File: config.mk
export PLATFORM = sky130hd
export DESIGN_NAME = serial_level_decoder
export DESIGN_NICKNAME = d
export VERILOG_FILES = /design/src/rtl/serial_level_decoder.sv
export SDC_FILE = /design/constraint.sdc
export NUM_CORES = 1
export LEC_CHECK = 0
export CAP_MARGIN = 20
export CORE_AREA = 2 2 55 57
export CTS_CLUSTER_DIAMETER = 120
export CTS_CLUSTER_SIZE = 8
export DETAILED_ROUTE_END_ITERATION = 6
export DIE_AREA = 0 0 57 59
export DONT_BUFFER_PORTS = 1
export MAX_ROUTING_LAYER = met4
export PLACE_DENSITY = 0.62
export SLEW_MARGIN = 10
export SYNTH_ARGS = -nofsm -noshare
export SYNTH_HDL_FRONTEND = slang
export SYNTH_SLANG_ARGS = --single-unit
File: constraint.sdc
create_clock -name clk -period 1.6 [get_ports clk]
set_input_delay 0.32 -clock clk [delete_from_list [all_inputs] [get_ports clk]]
set_output_delay 0.32 -clock clk [all_outputs]
set_load 0.02 [all_outputs]
File: src/rtl/serial_level_decoder.sv
// Serial thermometer-code frame decoder: recovers the upstream level from
// one 8-slot frame per sof, flags malformed/misaligned frames, tracks lock.
module serial_level_decoder #(
  parameter int FRAME_LEN = 8
) (
  input  logic       clk,
  input  logic       clear_n,
  input  logic       enable,
  input  logic       sof,
  input  logic       in_bit,
  output logic [2:0] level,
  output logic       level_valid,
  output logic       frame_err,
  output logic       locked,
  output logic [7:0] err_count
);

  localparam logic [2:0] LAST_SLOT = 3'(FRAME_LEN - 1);

  typedef enum logic {HUNT, RUN} state_t;

  state_t     r_state;
  logic [2:0] r_slot;
  logic [3:0] r_ones;
  logic       r_seen_zero;
  logic       r_bad;
  logic [2:0] r_level;
  logic       r_level_valid;
  logic       r_frame_err;
  logic       r_locked;
  logic [7:0] r_err_count;

  logic [3:0] w_ones_next;
  logic       w_bad_next;
  logic [2:0] w_level_next;
  logic [7:0] w_err_next;

  // Frame bookkeeping including the bit being sampled this cycle.
  always_comb begin
    w_ones_next  = r_ones + 4'(in_bit);
    w_bad_next   = r_bad | (r_seen_zero & in_bit);
    w_level_next = 3'(w_ones_next - 4'd1);
    w_err_next   = (r_err_count == '1) ? r_err_count : r_err_count + 8'd1;
  end

  always_ff @(posedge clk or negedge clear_n) begin
    if (!clear_n) begin
      r_state       <= HUNT;
      r_slot        <= '0;
      r_ones        <= '0;
      r_seen_zero   <= 1'b0;
      r_bad         <= 1'b0;
      r_level       <= '0;
      r_level_valid <= 1'b0;
      r_frame_err   <= 1'b0;
      r_locked      <= 1'b0;
      r_err_count   <= '0;
    end else begin
      r_level_valid <= 1'b0;
      r_frame_err   <= 1'b0;
      if (!enable) begin
        r_state     <= HUNT;
        r_slot      <= '0;
        r_ones      <= '0;
        r_seen_zero <= 1'b0;
        r_bad       <= 1'b0;
        r_locked    <= 1'b0;
      end else begin
        case (r_state)
          HUNT: begin
            if (sof) begin
              r_state     <= RUN;
              r_slot      <= 3'd1;
              r_ones      <= 4'(in_bit);
              r_seen_zero <= ~in_bit;
              r_bad       <= ~in_bit;
            end
          end
          RUN: begin
            if (r_slot == LAST_SLOT) begin
              // Completion wins; a coincident sof only restarts the next frame.
              if (w_bad_next) begin
                r_frame_err <= 1'b1;
                r_locked    <= 1'b0;
                r_err_count <= w_err_next;
              end else begin
                r_level_valid <= 1'b1;
                r_level       <= w_level_next;
                r_locked      <= 1'b1;
              end
              if (sof) begin
                r_slot      <= 3'd1;
                r_ones      <= 4'(in_bit);
                r_seen_zero <= ~in_bit;
                r_bad       <= ~in_bit;
              end else begin
                r_slot      <= '0;
                r_ones      <= '0;
                r_seen_zero <= 1'b0;
                r_bad       <= 1'b0;
              end
            end else if (sof) begin
              if (r_slot != '0) begin
                r_frame_err <= 1'b1;
                r_locked    <= 1'b0;
                r_err_count <= w_err_next;
              end
              r_slot      <= 3'd1;
              r_ones      <= 4'(in_bit);
              r_seen_zero <= ~in_bit;
              r_bad       <= ~in_bit;
            end else if (r_slot == '0) begin
              r_frame_err <= 1'b1;
              r_locked    <= 1'b0;
              r_err_count <= w_err_next;
              r_state     <= HUNT;
            end else begin
              r_slot      <= r_slot + 3'd1;
              r_ones      <= w_ones_next;
              r_seen_zero <= r_seen_zero | ~in_bit;
              r_bad       <= w_bad_next;
            end
          end
          default: r_state <= HUNT;
        endcase
      end
    end
  end

  assign level       = r_level;
  assign level_valid = r_level_valid;
  assign frame_err   = r_frame_err;
  assign locked      = r_locked;
  assign err_count   = r_err_count;

endmodule

==> impl_metrics.env, run 1 <==
export IMPL_cts_tree="done"
export IMPL_synth_top_family_by_area="simple AND/OR/NAND/NOR gates"
export IMPL_drive_gt1_share_pct=33.6
export IMPL_maxCapViolCount=0
export IMPL_status="finished, violations left"
export IMPL_initial_core_util_pct=44.8
export IMPL_cts_buffers=3
export IMPL_fillers=252
export IMPL_dr_pass1_iters=4
export IMPL_synth_area_mm2=0.00121
export IMPL_grt_pass1_wl_um=4040
export IMPL_grt_overflow=0
export IMPL_setup_viol=3
export IMPL_final_seq_area_um2=579
export IMPL_finalCritPeriodShare_pct=103
export IMPL_pwr_density_cell_mw_per_mm2=943
export IMPL_hold_slack_ns=0.105
export IMPL_fp_row_count=19
export IMPL_yosys_area_top_type="dfrtp_1"
export IMPL_finalWeightedCongestion=0.775
export IMPL_p_seq_share_pct=47.4
export IMPL_hpwl_um=1810
export IMPL_grt_max_degree=24
export IMPL_muxShareOfSynthArea_pct=2.16
export IMPL_synthCells=121
export IMPL_pwr_share_comb_pct=34.1
export IMPL_postPlaceCellArea_mm2=0.00144
export IMPL_final_hold_viol_count=0
export IMPL_htree_num_levels=1
export IMPL_layout_commonest_cell="dfrtp_1"
export IMPL_synth_compound_area_share_pct=15.7
export IMPL_power_frac_clock_pct=18.5
export IMPL_die_y_um=59
export IMPL_portBuffers=0
export IMPL_synth_fa_ha_area_share_pct=7.21
export IMPL_slew_headroom_pct=74.9
export IMPL_synth_top_area_share_pct=47.4
export IMPL_max_freq_mhz=609
export IMPL_synth_simple_area_share_pct=18.0
export IMPL_end_kind="flip-flop"
export IMPL_ios=19
export IMPL_hold_class="in2reg"
export IMPL_grt_setup_unrepaired="yes"
export IMPL_grt_pass1_vias=901
export IMPL_antenna_found_initial=0
export IMPL_synth_xor_area_share_pct=5.77
export IMPL_async_flop_share_pct=100
export IMPL_ys_flop_type="dfrtp_1"
export IMPL_max_vdd_ir_drop_mv=0.820
export IMPL_ant_nets=0
export IMPL_setup_slack_ns=-0.0410
export IMPL_syn_avg_cell_area_um2=10.0
export IMPL_leakage_nw=0.697
export IMPL_drc=0
export IMPL_die_area_mm2=0.00336
export IMPL_reg2reg_from="r_slot[0]"
export IMPL_p_sw_share_pct=33.6
export IMPL_cts_root_buf="clkbuf_4"
export IMPL_synth_edff_count=0
export IMPL_clock_path_buffers=2
export IMPL_die_width_um=57
export IMPL_multi_input_area_um2=712
export IMPL_min_delay_start="enable"
export IMPL_internal_power_w=0.000981
export IMPL_syn_to_final_growth_pct=28.9
export IMPL_drv_slew=0
export IMPL_yosysSeqAreaShare_pct=47.4
export IMPL_finalWirelength_um=2400
export IMPL_wl_per_cell_um=13.8
export IMPL_synth_nets=133
export IMPL_cts_sinks=23
export IMPL_yosys_warnings=0
export IMPL_clock_latency_ns=0.32
export IMPL_num_antenna_cells=0
export IMPL_vias_per_cell=5.43
export IMPL_num_nets_final=156
export IMPL_ys_top_cells_by_area="dfrtp_1 47%, ha_1 7.2%, nand2_1 4.9%, o21ai_0 4.5%, xnor2_1 2.9%"
export IMPL_period_minus_slack_ns=1.64
export IMPL_slowest_stage="dfrtp_1"
export IMPL_coreArea_mm2=0.00271
export IMPL_initialDrtViolationCount=13
export IMPL_max_stage_delay_ns=0.43
export IMPL_critPathRequiredTime_ns=1.81
export IMPL_tightest_slew_ns=0.376
export IMPL_grtUsageTotal_pct=16.5
export IMPL_switchingPower_w=0.000497
export IMPL_crit_start="r_slot[0]"
export IMPL_clk_pin_slew_worst_paths_ns=0.13
export IMPL_vias=945
export IMPL_synth_seq_cells=23
export IMPL_violations="setup timing"
export IMPL_fin_area_mm2=0.00157
export IMPL_crit_fanout=7
export IMPL_finClkSkew_ns=0.00414
export IMPL_arrival_ns=1.85
export IMPL_final_cell_mix="20 x dfrtp_1, 18 x buf_4, 16 x nand2_1"
export IMPL_crit_path_cell_trace="ha_2 -> ha_4 -> a21oi_4 -> buf_4 -> o211ai_4 -> mux2_4"
export IMPL_critPathLaunchType="flip-flop"
export IMPL_worstSetupPathType="reg2reg"
export IMPL_synth_cell_types=34
worst paths after layout:
check,slack (ns),to,cells past startpoint
worst max-delay path,-0.04,err_count[1],6
worst min-delay path,0.11,r_ones[0],1
worst max register to register,-0.04,err_count[1],6
worst min register to register,0.55,r_ones[1],2
max in group asynchronous,0.87,err_count[1],2
min in group asynchronous,0.30,level[0],1
power groups by stage:
stage | sequential [W] | clock (W) | combinational [W]
2_1_floorplan | 0.000804 | 0 | 0.000200
3_3_place_gp | 0.000710 | 0 | 0.000444
3_5_place_dp | 0.000714 | 0 | 0.000463
4_1_cts | 0.000702 | 0.000286 | 0.000497
5_1_grt | 0.000709 | 0.000300 | 0.000551
6_report | 0.000700 | 0.000273 | 0.000504
cells in the mapped netlist, types with 2 or more instances:
cell,count
dfrtp_1,23
nand2_1,16
o21ai_0,11
ha_1,7
inv_1,7
nor2_1,5
a21oi_1,4
nor2b_1,4
xnor2_1,4
xor2_1,4
buf_2,3
nand2b_1,3
nand3_1,3
nand4_1,3
o21a_1,3
a21boi_0,2
o22ai_1,2
what timing repair did:
| item | 4_1_cts | 5_1_grt |
|---|---|---|
| hold endpoints to repair | 23 | 0 |
| pin swaps | 7 | 4 |
| gates cloned | 1 | 0 |
| resized for setup | 9 | 8 |
| hold buffers | 1 | 0 |
| endpoints found under the setup margin | 12 | 15 |
| buffers inserted | 1 | 0 |
flip-flops by register name, indices dropped and copies added (netlist names):
| signal | flops |
|---|---|
| r_ones | 3 |
| r_state | 1 |
| level | 3 |
| frame_err | 1 |
| r_seen_zero | 1 |
| err_count | 8 |
| locked | 1 |
| level_valid | 1 |
| r_slot | 3 |
| r_bad | 1 |
per-layer routing:
metal | vias up | track usage [%] | wire length (µm)
li1 | 463 | - | -
met1 | 455 | 20.4 | 1110
met2 | 21 | 25.0 | 1110
met3 | 6 | 4.59 | 131
met4 | 0 | 7.97 | 51
met5 | - | - | 0
per-stage QoR:
| step | worst slack (ns) | util, % | std cells | power, W | TNS (ns) |
|---|---|---|---|---|---|
| floorplan | -0.00423 | - | 121 | 0.00100 | -0.00501 |
| global placement | -0.0242 | 53.0 | 166 | 0.00115 | -0.0930 |
| detailed placement | -0.0923 | 53.0 | 166 | 0.00118 | -0.369 |
| CTS | -0.0375 | 56.1 | 173 | 0.00148 | -0.0980 |
| global route | -0.109 | 57.8 | 174 | 0.00156 | -0.797 |
| finish | -0.0410 | 57.8 | 174 | 0.00148 | -0.0722 |
area by class of cell:
cell class                      count  area share [%]
Multi-Input combinational cell     87            45.4
Timing Repair Buffer               22            11.7
Inverter                            7            1.68
Clock inverter                      1           0.319
Clock buffer                        3            1.44
Sequential cell                    23            37.0
Tap cell                           31            2.48
critical path: cells and delay by family, from the launching register on:
family / cells / cell delay (ns)
compound gates: 2 / 0.24
fa+ha+maj: 2 / 0.41
mux: 1 / 0.32
flops: 1 / 0.43
buf+inv: 1 / 0.13
kinds of logic after synthesis:
family | count (synthesis)
buffers and inverters | 11
DFF | 23
xor gates and xnor gates | 8
AOI/OAI and AO/OA | 29
muxes | 2
adders and majority gates | 7
and+or+nand+nor | 41
(Power assumes the default switching activity.)
==> run 2, diff against run 1 <==
--- a/config.mk
+++ b/config.mk
@@ -7,7 +7,6 @@
 export LEC_CHECK = 0
 export CAP_MARGIN = 20
 export CORE_AREA = 2 2 55 57
-export CTS_CLUSTER_DIAMETER = 120
 export CTS_CLUSTER_SIZE = 8
 export DETAILED_ROUTE_END_ITERATION = 6
 export DIE_AREA = 0 0 57 59
==> results of run 2 <==
Final layout, timing and power as in run 1 (identical DEF).
==> run 3, diff against run 2 <==
--- a/config.mk
+++ b/config.mk
@@ -5,12 +5,14 @@
 export SDC_FILE = /design/constraint.sdc
 export NUM_CORES = 1
 export LEC_CHECK = 0
+export ABC_AREA = 1
 export CAP_MARGIN = 20
-export CORE_AREA = 2 2 55 57
+export CORE_AREA = 2 2 60 62
 export CTS_CLUSTER_SIZE = 8
 export DETAILED_ROUTE_END_ITERATION = 6
-export DIE_AREA = 0 0 57 59
+export DIE_AREA = 0 0 62 64
 export DONT_BUFFER_PORTS = 1
+export HOLD_SLACK_MARGIN = 0.02
 export MAX_ROUTING_LAYER = met4
 export PLACE_DENSITY = 0.62
 export SLEW_MARGIN = 10
==> impl_metrics.env, run 3 <==
export IMPL_status="finished, final reports clean"
export IMPL_synth_cell_types=25
export IMPL_final_hold_viol_count=0
export IMPL_synthCells=182
export IMPL_layout_commonest_cell="nand2_1"
export IMPL_num_nets_final=210
export IMPL_finClkSkew_ns=0.00349
export IMPL_async_flop_share_pct=100
export IMPL_crit_path_cell_trace="buf_4 -> inv_1 -> ha_4 -> nand2_4 -> nand2_2 -> nand2_2 -> nor2_4 -> nand3_4 -> nand2_1 -> nand2_1"
export IMPL_end_kind="flip-flop"
export IMPL_synth_nets=194
export IMPL_place_ws_ns=-0.0370
export IMPL_final_cell_mix="54 x nand2_1, 23 x dfrtp_1, 18 x inv_1"
export IMPL_hpwl_um=2280
export IMPL_portBuffers=0
export IMPL_wl_per_cell_um=12.8
export IMPL_ys_top_cells_by_area="dfrtp_1 40%, nand2_1 14%, ha_1 6.1%, inv_1 4.7%, nand3_1 4.5%"
export IMPL_clk_pin_slew_worst_paths_ns=0.14
export IMPL_grt_pass1_wl_um=5360
export IMPL_pwr_density_cell_mw_per_mm2=832
export IMPL_drc=0
export IMPL_hold_class="in2reg"
export IMPL_arrival_ns=1.73
export IMPL_drv_slew=0
export IMPL_finalWeightedCongestion=0.854
export IMPL_multi_input_area_um2=813
export IMPL_dp_cells=235
export IMPL_final_seq_area_um2=576
export IMPL_ios=19
export IMPL_slowest_stage="dfrtp_1"
export IMPL_ant_nets=0
export IMPL_worstSetupPathType="reg2reg"
export IMPL_tns_ns=0
export IMPL_grt_overflow=0
export IMPL_largest_reg_flops=8
export IMPL_vias_per_cell=4.97
export IMPL_yosysSeqAreaShare_pct=39.8
export IMPL_fp_row_count=21
export IMPL_synth_top_area_share_pct=39.8
export IMPL_clock_path_buffers=2
export IMPL_synth_edff_count=0
export IMPL_ys_flop_type="dfrtp_1"
export IMPL_setup_viol=0
export IMPL_yosys_top_cells_count="55 x nand2_1, 23 x dfrtp_1, 18 x inv_1"
export IMPL_syn_avg_cell_area_um2=7.95
export IMPL_crit_fanout=8
export IMPL_initialDrtViolationCount=86
export IMPL_setup_slack_ns=0.0979
export IMPL_hold_slack_ns=0.148
export IMPL_drive_gt1_share_pct=24.9
export IMPL_vias=1207
export IMPL_syn_to_final_growth_pct=16.3
export IMPL_coreArea_mm2=0.00328
export IMPL_finalCritPeriodShare_pct=93.9
export IMPL_synth_seq_cells=23
export IMPL_slew_headroom_pct=70.9
export IMPL_cts_root_buf="clkbuf_4"
export IMPL_maxCapViolCount=0
export IMPL_tightest_slew_ns=0.436
export IMPL_critPathRequiredTime_ns=1.83
export IMPL_yosys_warnings=0
export IMPL_initial_core_util_pct=44.1
export IMPL_grt_pass1_vias=1318
export IMPL_grtUsageTotal_pct=18.1
export IMPL_critPathLaunchType="flip-flop"
export IMPL_max_freq_mhz=666
export IMPL_finalWirelength_um=3100
export IMPL_max_stage_delay_ns=0.41
export IMPL_layout_cells_non_filler=243
export IMPL_synth_most_common_cell="nand2_1"
export IMPL_num_antenna_cells=0
export IMPL_die_width_um=62
export IMPL_leakage_nw=0.813
export IMPL_grt_max_degree=24
export IMPL_period_minus_slack_ns=1.50
export IMPL_final_core_util_pct=51.3
export IMPL_antenna_found_initial=0
export IMPL_cts_buffers=3
export IMPL_fillers=301
export IMPL_clock_latency_ns=0.32
export IMPL_cts_sinks=23
export IMPL_die_area_mm2=0.00397
export IMPL_die_y_um=64
export IMPL_dr_pass1_iters=4
export IMPL_yosys_area_top_type="dfrtp_1"
export IMPL_synth_area_mm2=0.00145
export IMPL_cts_tree="done"
export IMPL_max_vdd_ir_drop_mv=0.342
export IMPL_htree_num_levels=1
[run 3: cell count changes in the layout (fill, tap and decap cells not counted), moves of 4 or more]
cell	before	now
inv_1	5	18
nand2_2	0	10
ha_1	0	4
nor2b_1	4	0
o21ai_2	0	6
nand3_1	3	13
nand2_1	16	54
nor2_1	4	11
buf_4	18	11
[run 3: cells by family after synthesis]
group	after synthesis	share of synthesized area, %
AOI/OAI and AO/OA	19	7.86
xor gates and xnor gates	5	3.02
adders and majority gates	7	6.05
buffers and inverters	24	8.21
DFF	23	39.8
and+or+nand+nor	104	35.1
[run 3: layer usage]
layer	track usage [%]	vias to the layer above	wire, µm
li1	-	611	-
met1	18.8	569	1220
met2	31.0	19	1670
met3	4.25	8	132
met4	8.78	0	77
met5	-	-	0
[run 3: layout make-up]
cell class	count	area share, %
multi-input cells	135	48.3
flip-flops and latches	23	34.2
repair buffers	14	7.58
inverters	21	4.75
well taps	46	3.42
clock buffers	3	1.34
clock inverters	1	0.446
[run 3: where the power goes]
part / total (W) / internal [W] / leakage, nW / switching (W)
clock: 0.000286 / 0.0000955 / 0.0139 / 0.000190
sequential: 0.000700 / 0.000636 / 0.310 / 0.0000643
combinational: 0.000415 / 0.000161 / 0.489 / 0.000254
[run 3: critical path, delay by kind of cell, from the launching register on]
family | cells | cell delay (ns)
simple gates | 7 | 0.63
fa+ha+maj | 1 | 0.14
flops | 1 | 0.41
buf+inv | 2 | 0.23
[run 3: repair_timing]
item | in CTS | in global routing
pin swaps | 1 | 5
buffers inserted | 1 | 1
resized for setup | 2 | 11
setup endpoints to repair | 16 | 20
hold endpoints to repair | 23 | 0
hold buffers | 1 | 0
[run 3: per-stage QoR]
step / cell area, µm² / power (W)
finish: 1680 / 0.00140
global route: 1680 / 0.00150
CTS: 1610 / 0.00139
detailed placement: 1550 / 0.00109
global placement: 1550 / 0.00108
floorplan: 1450 / 0.000976
[run 3: path summary, 6_finish.rpt]
kind                           endpoint  slack, ns  cells past startpoint       from
max                        err_count[2]        0.1                     10  r_slot[0]
min                             r_state       0.15                      2        sof
max reg2reg                err_count[2]        0.1                     10  r_slot[0]
min reg2reg                       r_bad       0.51                      2      r_bad
max in group asynchronous   r_seen_zero       0.79                      2    clear_n
min in group asynchronous  err_count[3]       0.35                      1    clear_n
==> RTL edit 1: new RTL, flow settings as in run 1 <==
Add an input register stage for `enable`, `sof` and `in_bit`; this delays them by one clock.
--- a/src/rtl/serial_level_decoder.sv
+++ b/src/rtl/serial_level_decoder.sv
@@ -19,6 +19,16 @@
 
   typedef enum logic {HUNT, RUN} state_t;
 
+  logic enable_q;
+  logic sof_q;
+  logic in_bit_q;
+
+  always_ff @(posedge clk) begin
+    enable_q <= enable;
+    sof_q    <= sof;
+    in_bit_q <= in_bit;
+  end
+
   state_t     r_state;
   logic [2:0] r_slot;
   logic [3:0] r_ones;
@@ -37,8 +47,8 @@
 
   // Frame bookkeeping including the bit being sampled this cycle.
   always_comb begin
-    w_ones_next  = r_ones + 4'(in_bit);
-    w_bad_next   = r_bad | (r_seen_zero & in_bit);
+    w_ones_next  = r_ones + 4'(in_bit_q);
+    w_bad_next   = r_bad | (r_seen_zero & in_bit_q);
     w_level_next = 3'(w_ones_next - 4'd1);
     w_err_next   = (r_err_count == '1) ? r_err_count : r_err_count + 8'd1;
   end
@@ -58,7 +68,7 @@
     end else begin
       r_level_valid <= 1'b0;
       r_frame_err   <= 1'b0;
-      if (!enable) begin
+      if (!enable_q) begin
         r_state     <= HUNT;
         r_slot      <= '0;
         r_ones      <= '0;
@@ -68,12 +78,12 @@
       end else begin
         case (r_state)
           HUNT: begin
-            if (sof) begin
+            if (sof_q) begin
               r_state     <= RUN;
               r_slot      <= 3'd1;
-              r_ones      <= 4'(in_bit);
-              r_seen_zero <= ~in_bit;
-              r_bad       <= ~in_bit;
+              r_ones      <= 4'(in_bit_q);
+              r_seen_zero <= ~in_bit_q;
+              r_bad       <= ~in_bit_q;
             end
           end
           RUN: begin
@@ -88,27 +98,27 @@
                 r_level       <= w_level_next;
                 r_locked      <= 1'b1;
               end
-              if (sof) begin
+              if (sof_q) begin
                 r_slot      <= 3'd1;
-                r_ones      <= 4'(in_bit);
-                r_seen_zero <= ~in_bit;
-                r_bad       <= ~in_bit;
+                r_ones      <= 4'(in_bit_q);
+                r_seen_zero <= ~in_bit_q;
+                r_bad       <= ~in_bit_q;
               end else begin
                 r_slot      <= '0;
                 r_ones      <= '0;
                 r_seen_zero <= 1'b0;
                 r_bad       <= 1'b0;
               end
-            end else if (sof) begin
+            end else if (sof_q) begin
               if (r_slot != '0) begin
                 r_frame_err <= 1'b1;
                 r_locked    <= 1'b0;
                 r_err_count <= w_err_next;
               end
               r_slot      <= 3'd1;
-              r_ones      <= 4'(in_bit);
-              r_seen_zero <= ~in_bit;
-              r_bad       <= ~in_bit;
+              r_ones      <= 4'(in_bit_q);
+              r_seen_zero <= ~in_bit_q;
+              r_bad       <= ~in_bit_q;
             end else if (r_slot == '0) begin
               r_frame_err <= 1'b1;
               r_locked    <= 1'b0;
@@ -117,7 +127,7 @@
             end else begin
               r_slot      <= r_slot + 3'd1;
               r_ones      <= w_ones_next;
-              r_seen_zero <= r_seen_zero | ~in_bit;
+              r_seen_zero <= r_seen_zero | ~in_bit_q;
               r_bad       <= w_bad_next;
             end
           end
Behaviour: not the same (Yosys sat finds a counterexample within 4 cycles, from zero or initial values).
==> RTL edit 1 against run 1 <==
  * The run still ends with setup timing left
  * Sequential share of layout area is 2.5 points lower
  * Highest routed layer unchanged
  * Setup slack worse by 0.15 ns
  * Via count is 16% higher
  * Critical endpoint is now r_seen_zero
  * Sequential cell count is 3 higher
  * Power is 21% higher
  * Count of clock-buffer cells in the layout stayed put
  * Design area is 18% higher
  * Wire length is 27% higher
  * Cell count is 11% higher
  * Synthesized area is 9.9% higher
==> RTL edit 1: results (changes against run 1) <==
Setup path
  • Largest fanout of any net on the critical path: 5 (-2)
  • Data arrival time at the worst-slack endpoint: 2.01 ns (+0.16 ns)
  • Critical Path Sink: r_seen_zero
  • Worst-case reg-to-reg path depth: 5 (-1)
  • Timing startpoint of the critical path: r_slot[1]

Cells and area
  • Sequential cell count: 26 (+13%)
  • Number of filler instances in the final layout: 217 (-14%)
  • Non-clock buffer area fraction after layout: 15.0% (+3.3 points)
  • Final nets: 176 (+13%)
  • Number of multi-input combinational cells in the layout: 93 (+6.9%)
  • Area of the multi-input gates: 812 um^2 (+14%)
  • Register Area: 637 um^2 (+9.9%)
  • Fraction of layout instances using a drive strength above 1: 38.0% (+4.5 points)
  • Number of signal-net buffers in the layout: 33 (+50%)

Logic synthesis
  • Top post-synthesis cells by count: dfrtp_1, nand2_1, o21ai_0
  • Cell types with the largest area share after synthesis: dfrtp_1, ha_1, nand2_1
  • Post-synthesis compound-gate area fraction: 14.9% (-0.75 points)
  • Share of flip-flops with an asynchronous set or reset after synthesis: 88.5% (-12 points)
  • Number of nets in the synthesized netlist: 142 (+6.8%)
  • Xor and xnor fraction of the mapped netlist area: 4.59% (-1.2 points)
  • Proportion of synthesized chip area in sequential cells: 47.6% (+0.24 points)
  • Arithmetic-cell share of the synthesized area counting full adders, half adders and majority gates: 6.56% (-0.65 points)

Timing
  • Slew @ Worst Pin: 0.525 ns (+0.149 ns)
  • Final setup violation count: 12 (+9)
  • Layout Skew: 0.00424 ns (+0.000104 ns)
  • Least setup slack across all paths after layout: -0.188 ns (-0.147 ns)

Run status
  • Run status: finished, violations left
  • Violations in the final reports: setup timing

Drt
  • Final routed wire length divided by cell count: 15.7 um (+14%)
  • Met3 WL: 85 um (-35%)
  • Met2 routed WL: 1580 um (+43%)
  • Initial drt markers: 20 (+7)
  • Total routed wire length on the met1 layer: 1360 um (+23%)

Hold path
  • Worst min-delay path class: input pin to asynchronous set/reset pin

Global route
  • M3 GR Usage: 3.28% (-1.3 points)
  • Aggregate global-route resource usage: 20.3% (+3.8 points)
  • Global-route track usage on met1: 26.3% (+5.9 points)
  • GR Util met2: 32.7% (+7.7 points)
  • First-pass GRT wire length: 5130 um (+27%)

Power and ir drop
  • Leakage Power: 0.815 nW (+17%)

Place
  • Final Wtd Congestion: 0.874 (+13%)
  • HPWL after detailed placement: 2130 um (+17%)
[RTL edit 1: worst register-to-register path: stages (launching register included)]
cell and delay, ns:
dfrtp_1 0.45, ha_4 0.19, ha_4 0.17, or3b_4 0.40, a21o_4 0.24, o2111a_1 0.25
[RTL edit 1: through the flow]
step	util, %	setup TNS [ns]	std cells	hold WS [ns]	cell area, um^2
2_1_floorplan	-	-0.965	130	0.0244	1360
3_3_place_gp	56.4	-0.533	180	0.0248	1530
3_5_place_dp	56.4	-1.12	180	0.0247	1530
4_1_cts	61.7	-1.27	192	0.522	1670
5_1_grt	68.1	-2.26	194	0.396	1850
6_report	68.1	-1.22	194	0.391	1850
[RTL edit 1: what timing repair did]
action	in CTS	in global routing
gates resized for setup	4	28
buffers inserted	4	1
pin swaps	6	12
hold buffers	4	0
hold endpoints to repair	26	0
endpoints found under the setup margin	17	20
[RTL edit 1: where the power goes]
group          switching (mW)  internal [mW]
clock                   0.194          0.253
combinational           0.321          0.255
sequential             0.0437          0.722
total                   0.559           1.23
==> RTL edit 2: new RTL, flow settings as in run 1 <==
Made on the original files. Set the parameter `FRAME_LEN` to 4 (it was 8).
--- a/src/rtl/serial_level_decoder.sv
+++ b/src/rtl/serial_level_decoder.sv
@@ -1,7 +1,7 @@
 // Serial thermometer-code frame decoder: recovers the upstream level from
 // one 8-slot frame per sof, flags malformed/misaligned frames, tracks lock.
 module serial_level_decoder #(
-  parameter int FRAME_LEN = 8
+  parameter int FRAME_LEN = 4
 ) (
   input  logic       clk,
   input  logic       clear_n,
Check against the original RTL: not equivalent (Yosys sat finds a counterexample within 10 cycles, from zero or initial values).
==> RTL edit 2 against run 1 <==
  * The flow still finishes with violations (setup timing)
  * Utilization up 0.18 points
  * Design area up 0.32%
  * Hold slack better by 0.0013 ns
  * First-iteration DRC count up 130%
  * Via count down 1.2%
  * Synthesized area up 1.0%
  * Setup slack worse by 0.16 ns
  * Sequential share of layout area down 0.36 points
  * Wire length up 7.6%
  * Power down 4.5%
  * Non-clock buffer count unchanged
  * Sequential cell count unchanged
  * Critical path type unchanged
  * Largest power group unchanged
  * Highest routed layer unchanged
==> RTL edit 2: results (changes against run 1) <==
Run status
  • Run status: finished, violations left
  • Violations in the final reports: setup timing

Place
  • Final Wtd Congestion: 0.840 (+8.4%)
  • Worst Setup Slack post-DPL: -0.201 ns (-0.109 ns)
  • Post-DP Area: 1390 um^2 (-2.9%)
  • Cell total after placement: 164 (-1.2%)
  • HPWL after detailed placement: 1890 um (+3.9%)

Setup path
  • Crit path max-delay family: simple AND/OR/NAND/NOR gates
  • Worst-case reg-to-reg path depth: 7 (+1)
  • R2r startpoint: r_slot[1]
  • Worst reg2reg endpoint: r_slot[2]
  • Data arrival time at the worst-slack endpoint: 2.02 ns (+0.17 ns)
  • Largest fanout of any net on the critical path: 8 (+1)

Power and ir drop
  • Clock power frac: 19.0% (+0.5 points)
  • Power dissipated by switching net loads: 472 uW (-5.0%)
  • Peak supply drop: 0.911 mV (+11%)
  • Leakage Power: 0.729 nW (+4.7%)
  • Share of power burned in combinational logic: 32.6% (-1.5 points)

Global route
  • Number of global-route vias before repair: 981 (+8.9%)
  • M3 GR Usage: 3.06% (-1.5 points)
  • First-pass GRT wire length: 4490 um (+11%)
  • GR Util met2: 28.7% (+3.8 points)
  • Aggregate global-route resource usage: 17.8% (+1.3 points)
  • Global-route track usage on met1: 22.0% (+1.6 points)

Logic synthesis
  • Arithmetic-cell share of the synthesized area counting full adders, half adders and majority gates: 7.14% (-0.073 points)
  • Post-synthesis mux area share: 3.06% (+0.90 points)
  • Top post-synthesis cells by count: dfrtp_1, nand2_1, nor2_1
  • Unique masters post-synth: 37 (+8.8%)
  • Proportion of synthesized chip area in sequential cells: 46.9% (-0.48 points)
  • Cell types with the largest area share after synthesis: dfrtp_1, ha_1, nand2_1
  • Post-synthesis compound-gate area fraction: 12.2% (-3.4 points)
  • Number of nets in the synthesized netlist: 130 (-2.3%)
  • Synthesized instance count: 118 (-2.5%)

Hold path
  • Worst hold start: sof
  • Hold Crit Endpoint: r_ones[2]

Cells and area
  • Fraction of layout instances using a drive strength above 1: 35.0% (+1.4 points)
  • Number of multi-input combinational cells in the layout: 86 (-1.1%)
  • Multi-input gate share of total cell area: 45.9% (+0.41 points)
  • Cell area after layout: 1570 um^2 (+0.32%)
  • Non-clock buffer area fraction after layout: 11.4% (-0.28 points)
  • Sequential share of cell area: 36.6% (-0.36 points)
  • Inverters: 8 (+1)
  • Fraction of area in clock buffers and inverters: 1.75% (-0.0056 points)
  • Number of filler instances in the final layout: 247 (-2.0%)

Drt
  • Final routed wire length divided by cell count: 14.8 um (+7.6%)
  • First-pass DRT Iterations: 4 (unchanged)
  • Met2 routed WL: 1350 um (+22%)
  • Total routed wire length on the met1 layer: 1100 um (-0.27%)
  • Initial drt markers: 30 (+17)
  • Met3 WL: 83 um (-37%)

Timing
  • Final setup violation count: 17 (+14)
  • Least setup slack across all paths after layout: -0.205 ns (-0.164 ns)
  • Layout Skew: 0.00170 ns (-0.00244 ns)
  • Slew @ Worst Pin: 0.599 ns (+0.223 ns)
  • Hold Slack: 0.106 ns (+0.00131 ns)

Clocking
  • Clk_lat worst skew: 0.30 ns (-0.02 ns)
## RTL edit 2: cell types whose count changed in the layout (fill, tap and decap cells not counted), sizes merged, moves of 2 or more
cell and delta:
nor2 +4, nand2b -3, a31oi +2, o32ai +2, a21o +2, o22ai -2
a21boi -2, o31ai +2, o21a -2, xnor2 -2, o21ai -4
## RTL edit 2: worst max-delay path by stage
stage / depth (start not counted) / slack (ns) / from / to
floorplan: 6 / -0.07 / r_slot[0] / r_ones[2]
global placement: 7 / -0.16 / r_slot[1] / r_slot[2]
detailed placement: 7 / -0.20 / r_slot[1] / r_slot[2]
CTS: 7 / -0.18 / r_slot[1] / r_slot[2]
global route: 7 / -0.31 / r_slot[1] / r_ones[1]
finish: 7 / -0.21 / r_slot[1] / r_slot[2]
## RTL edit 2: timing repair
action | in CTS | in global routing
buffers inserted | 2 | 2
hold buffers | 1 | 0
resized for setup | 4 | 15
setup endpoints to repair | 18 | 21
hold endpoints to repair | 23 | 0
cloned | 0 | 0
pin swaps | 4 | 10
